`src/rtl/mem_arbiter.sv`:
```
`default_nettype none
// ============================================================================
// Module   : mem_arbiter
// Purpose  : Shares one single-ported, fixed-latency memory between
//            instruction fetch and the data path (load / store). One
//            requester is granted at a time. Each access runs through
//            ISSUE, WAIT (MEM_LAT cycles) and DONE, then returns to IDLE.
//            The read data is registered per requester and marked by a
//            one-cycle done pulse. Fetch starvation is bounded by STARVE_MAX.
// Ports    : clk, rst (async, active-low)
//            fetch  : if_req, if_addr -> if_rdata, if_done, stall_if
//            data   : dm_rd, dm_wr, dm_addr, dm_wdata -> dm_rdata, dm_done,
//                     stall_dm
//            memory : mem_en, mem_wr, mem_addr, mem_wdata <- mem_rdata
//            status : busy, err (sticky: read+write requested together)
// Revision : 1.0 - initial release
// ============================================================================
module mem_arbiter #(
    parameter int ADDR_W     = 16,
    parameter int DATA_W     = 16,
    parameter int MEM_LAT    = 2,
    parameter int STARVE_MAX = 4
) (
    input  logic              clk,
    input  logic              rst,
    input  logic              if_req,
    input  logic [ADDR_W-1:0] if_addr,
    output logic [DATA_W-1:0] if_rdata,
    output logic              if_done,
    input  logic              dm_rd,
    input  logic              dm_wr,
    input  logic [ADDR_W-1:0] dm_addr,
    input  logic [DATA_W-1:0] dm_wdata,
    output logic [DATA_W-1:0] dm_rdata,
    output logic              dm_done,
    output logic              mem_en,
    output logic              mem_wr,
    output logic [ADDR_W-1:0] mem_addr,
    output logic [DATA_W-1:0] mem_wdata,
    input  logic [DATA_W-1:0] mem_rdata,
    output logic              stall_if,
    output logic              stall_dm,
    output logic              busy,
    output logic              err
);

    localparam int CNT_W = $clog2(MEM_LAT + 1);
    localparam int STV_W = $clog2(STARVE_MAX + 1);

    typedef enum logic [1:0] {
        IDLE  = 2'd0,
        ISSUE = 2'd1,
        WAIT  = 2'd2,
        DONE  = 2'd3
    } state_t;

    state_t           state;
    logic             owner_dm;     // 1: data path owns the current access
    logic [CNT_W-1:0] lat_cnt;
    logic [STV_W-1:0] starve_cnt;

    logic dm_req;
    logic grant_dm;

    assign dm_req   = dm_rd | dm_wr;
    // Data wins unless fetch is waiting and has already been passed over
    // STARVE_MAX times in a row.
    assign grant_dm = dm_req && ((starve_cnt < STV_W'(STARVE_MAX)) || !if_req);

    assign stall_if = if_req & ~if_done;
    assign stall_dm = dm_req & ~dm_done;
    assign busy     = (state != IDLE);

    // mem_addr / mem_wdata / mem_wr double as the latched request: they are
    // loaded at grant, held through ISSUE and WAIT, and cleared for DONE.
    always_ff @(posedge clk or negedge rst) begin
        if (!rst) begin
            state      <= IDLE;
            owner_dm   <= 1'b0;
            lat_cnt    <= '0;
            starve_cnt <= '0;
            mem_en     <= 1'b0;
            mem_wr     <= 1'b0;
            mem_addr   <= '0;
            mem_wdata  <= '0;
            if_rdata   <= '0;
            dm_rdata   <= '0;
            if_done    <= 1'b0;
            dm_done    <= 1'b0;
            err        <= 1'b0;
        end else begin
            case (state)
                IDLE: begin
                    if (grant_dm) begin
                        owner_dm  <= 1'b1;
                        mem_en    <= 1'b1;
                        // A combined read+write request is served as a write.
                        mem_wr    <= dm_wr;
                        mem_addr  <= dm_addr;
                        mem_wdata <= dm_wdata;
                        if (dm_rd && dm_wr) begin
                            err <= 1'b1;
                        end
                        if (!if_req) begin
                            starve_cnt <= '0;
                        end else if (starve_cnt != STV_W'(STARVE_MAX)) begin
                            starve_cnt <= starve_cnt + 1'b1;
                        end
                        state <= ISSUE;
                    end else if (if_req) begin
                        owner_dm   <= 1'b0;
                        mem_en     <= 1'b1;
                        mem_wr     <= 1'b0;
                        mem_addr   <= if_addr;
                        mem_wdata  <= '0;
                        starve_cnt <= '0;
                        state      <= ISSUE;
                    end
                end
                ISSUE: begin
                    mem_en  <= 1'b0;
                    lat_cnt <= CNT_W'(MEM_LAT);
                    state   <= WAIT;
                end
                WAIT: begin
                    if (lat_cnt == CNT_W'(1)) begin
                        // Final latency cycle: mem_rdata is valid now.
                        if (!mem_wr) begin
                            if (owner_dm) begin
                                dm_rdata <= mem_rdata;
                            end else begin
                                if_rdata <= mem_rdata;
                            end
                        end
                        if_done   <= ~owner_dm;
                        dm_done   <= owner_dm;
                        mem_wr    <= 1'b0;
                        mem_addr  <= '0;
                        mem_wdata <= '0;
                        state     <= DONE;
                    end else begin
                        lat_cnt <= lat_cnt - 1'b1;
                    end
                end
                DONE: begin
                    if_done <= 1'b0;
                    dm_done <= 1'b0;
                    state   <= IDLE;
                end
                default: begin
                    state <= IDLE;
                end
            endcase
        end
    end

endmodule
`default_nettype wire

```
`config.mk`:
```
export PLATFORM = sky130hd
export DESIGN_NAME = mem_arbiter
export DESIGN_NICKNAME = d
export VERILOG_FILES = /design/src/rtl/mem_arbiter.sv
export SDC_FILE = /design/constraint.sdc
export NUM_CORES = 1
export LEC_CHECK = 0
export CORE_MARGIN = 5
export CORE_UTILIZATION = 47
export CTS_BUF_LIST = sky130_fd_sc_hd__clkbuf_4 sky130_fd_sc_hd__clkbuf_8
export CTS_CLUSTER_DIAMETER = 200
export DETAILED_ROUTE_END_ITERATION = 10
export GPL_TIMING_DRIVEN = 0
export PLACE_DENSITY = 0.84
export SLEW_MARGIN = 10
export SYNTH_ARGS = -nofsm -noshare
export SYNTH_HDL_FRONTEND = slang
export SYNTH_SLANG_ARGS = --single-unit
export TNS_END_PERCENT = 20
```
`constraint.sdc`:
```
create_clock -name clk -period 4.87 [get_ports clk]
set_input_delay 0.487 -clock clk [delete_from_list [all_inputs] [get_ports clk]]
set_output_delay 0.487 -clock clk [all_outputs]
set_load 0.05 [all_outputs]
```
==> impl_metrics.toml <==
[logic_synthesis]
synthTopCellsByArea = "dfrtp_1 59%, mux2_2 12%, mux2i_1 5.8%"
synthDominantAreaCellType = "dfrtp_1"
ys_seq_area_frac = 0.587
ys_types = 33
yosysTopAreaCellShare = 0.587
yosysWarningCount = 0
synth_nets = 305
synth_seq_cells = 77
netlist_area_um2 = 3280
avgSynthCellArea_um2 = 14.3
netlist_instances = 229

[cts]
cts_tree = "done"
cts.repair.resized = 0
clockBufferDepth = 2
clock_sinks = 77
cts-root-buf = "clkbuf_8"
cts_buffers = 9
clk_pin_slew_ns = 0.08
cts_setup_buffers = 0
htree_levels = 3
clk_latency_ns = 0.35
cts_hold_buf = 0

[placed_design]
pre_cts_ws_ns = 2.25
io_buffer_count = 140
place_area_um2 = 4830
dp_hpwl_mm = 6.65
gp_congestion = 0.811

[floorplan]
die-area_um2 = 8750
dieWidth_um = 93.5
dieHeight_um = 93.5
rows = 30
core-area_um2 = 6790
io_pins = 141
initial_core_util = 0.483

[sta]
relSlewSlack = 0.637
fin_ws_ns = 2.25
finalMaxSlewViolations = 0
setup_tns_ns = 0
tightest_slew_ns = 0.543
hold_violations = 0
max_clock_freq_mhz = 382
setup_viol = 0
fin_skew_ns = 0.00810
fin_crit_sh = 0.538
holdWs_ns = 0.0278
period_minus_slack_ns = 2.62
grt_setup_unrepaired = "false"

[power]
ir_drop_uv = 422
p_leak_nw = 2.20
total_power_mw = 3.68
power_density_nw_per_um2 = 732

[setup_path]
endpoint_kind = "primary output"
crit_type = "input pin to primary output"
required_ns = 4.38
r2r_setup_slack_ns = 2.82
arrival_ns = 2.13
start_kind = "input pin"
path_max_fanout = 7
worstSetupEndpoint = "stall_if"
r2r-start = "state[0]"
r2r_end = "mem_wdata[13]"
cp-startpoint = "if_req"
reg2regPathDepth = 6

[detailed_routing]
drc_errors = 0
drtPass1Iterations = 4
wl_per_cell_um = 17.8
vias = 2444
final_antenna_net_count = 0
initialDrtViolationCount = 64
vias_per_cell = 5.07
wl_mm = 8.57

[grt]
overflow = 0
first_global_vias = 2556
grt_antenna_before_repair = 0
grt_max_degree = 56
grt_pass1_wl_mm = 13.6
track_usage = 0.204

[layout]
final_cell_area_um2 = 5020
nets = 457
syn_to_final_growth_pct = 53.2
n_antenna_cell = 0
nFillCells = 478
drive_gt1_frac = 0.179

[job]
drv_cap = 0

[run_status]
status = "finished, final reports clean"

[hold_path]
worstHoldPathType = "input pin to async pin"
report_power, final:
part | leakage [nW] | switching (mW) | total, mW | internal (mW)
sequential | 0.985 | 0.143 | 1.05 | 0.905
combinational | 1.11 | 1.34 | 2.15 | 0.813
clock | 0.0968 | 0.231 | 0.480 | 0.249
total | 2.20 | 1.71 | 3.68 | 1.97
worst max-delay path: stages:
cell	delay, ns
clkdlybuf4s50_1	0.62
nor2b_1	0.19
clkdlybuf4s50_1	0.83
cells in the mapped netlist, drive strengths merged:
cell type,n
mux2i,19
nor2b,1
nand2,3
nor2,3
a22o,20
o22ai,2
o211a,1
xnor2,1
inv,11
nand4b,1
o2bb2ai,18
a41o,1
a21bo,1
dfrtp,77
clkbuf,2
ha,7
or4b,1
nand4,1
o21ai,2
nor3,2
and4,1
buf,10
o211ai,1
nand3b,1
mux2,34
a21oi,2
nor3b,2
nand2b,4
state kept, by name, summed over array words and instances, names as in the netlist:
name and flops:
if_done 1, owner_dm 1, lat_cnt 2, if_rdata 16, mem_wr 1, state 2
mem_wdata 16, dm_rdata 16, err 1, starve_cnt 3, mem_addr 16, dm_done 1
mem_en 1
placed cells by master (no fill, tap or decap), types with 2 or more instances in the layout:
master             n
clkbuf_8           9
nor3_1             2
ha_1               7
a21oi_1            2
nand2b_1           4
nand2_1            3
nor2_1             3
dfrtp_1           77
clkbuf_4           3
clkdlybuf4s50_1  139
mux2_2            34
a22o_1            20
inv_1             11
buf_6              3
buf_4              3
mux2i_1           19
o22ai_1            2
o21ai_0            2
buf_2              5
clkinvlp_4         2
o2bb2ai_1         17
how the worst min path moves through the flow:
stage / from / to / slack (ns) / depth (start not counted)
detailed placement: rst / dm_rdata[9] / 0.41 / 1
global placement: err / err / 0.47 / 1
finish: rst / dm_rdata[9] / 0.03 / 1
CTS: rst / dm_rdata[9] / 0.02 / 1
global route: rst / if_rdata[13] / 0.03 / 1
floorplan: rst / dm_done / 0.19 / 0
layer usage:
layer  vias up  wire length, um  global-route usage
met5         -                0                   0
met4         0              182              0.0698
met3        14              687              0.0724
met2        94             4140               0.324
met1      1191             3560               0.260
li1       1145                -                   -
cells by family after synthesis:
logic type	count (synthesis)	share of synthesized area
flops	77	0.587
mux	53	0.175
compound gates	48	0.129
buf+inv	23	0.0385
simple gates	20	0.0412
fa+ha+maj	7	0.0267
xor+xnor	1	0.00267
layout make-up:
cell class	instances	area [um^2]	area share
Tap cell	96	120	0.0239
Buffer	12	85.1	0.0169
Inverter	11	41.3	0.00822
Clock buffer	11	139	0.0276
Multi-Input combinational cell	129	1230	0.244
Sequential cell	77	1930	0.383
Timing Repair Buffer	141	1430	0.284
Clock inverter	5	58.8	0.0117
through the flow:
step / cells / util
after floorplan: 229 / -
after global placement: 465 / 0.707
after detailed placement: 466 / 0.710
after CTS: 482 / 0.740
after global routing: 482 / 0.740
final: 482 / 0.740
Power figures use the tool's default switching activity.
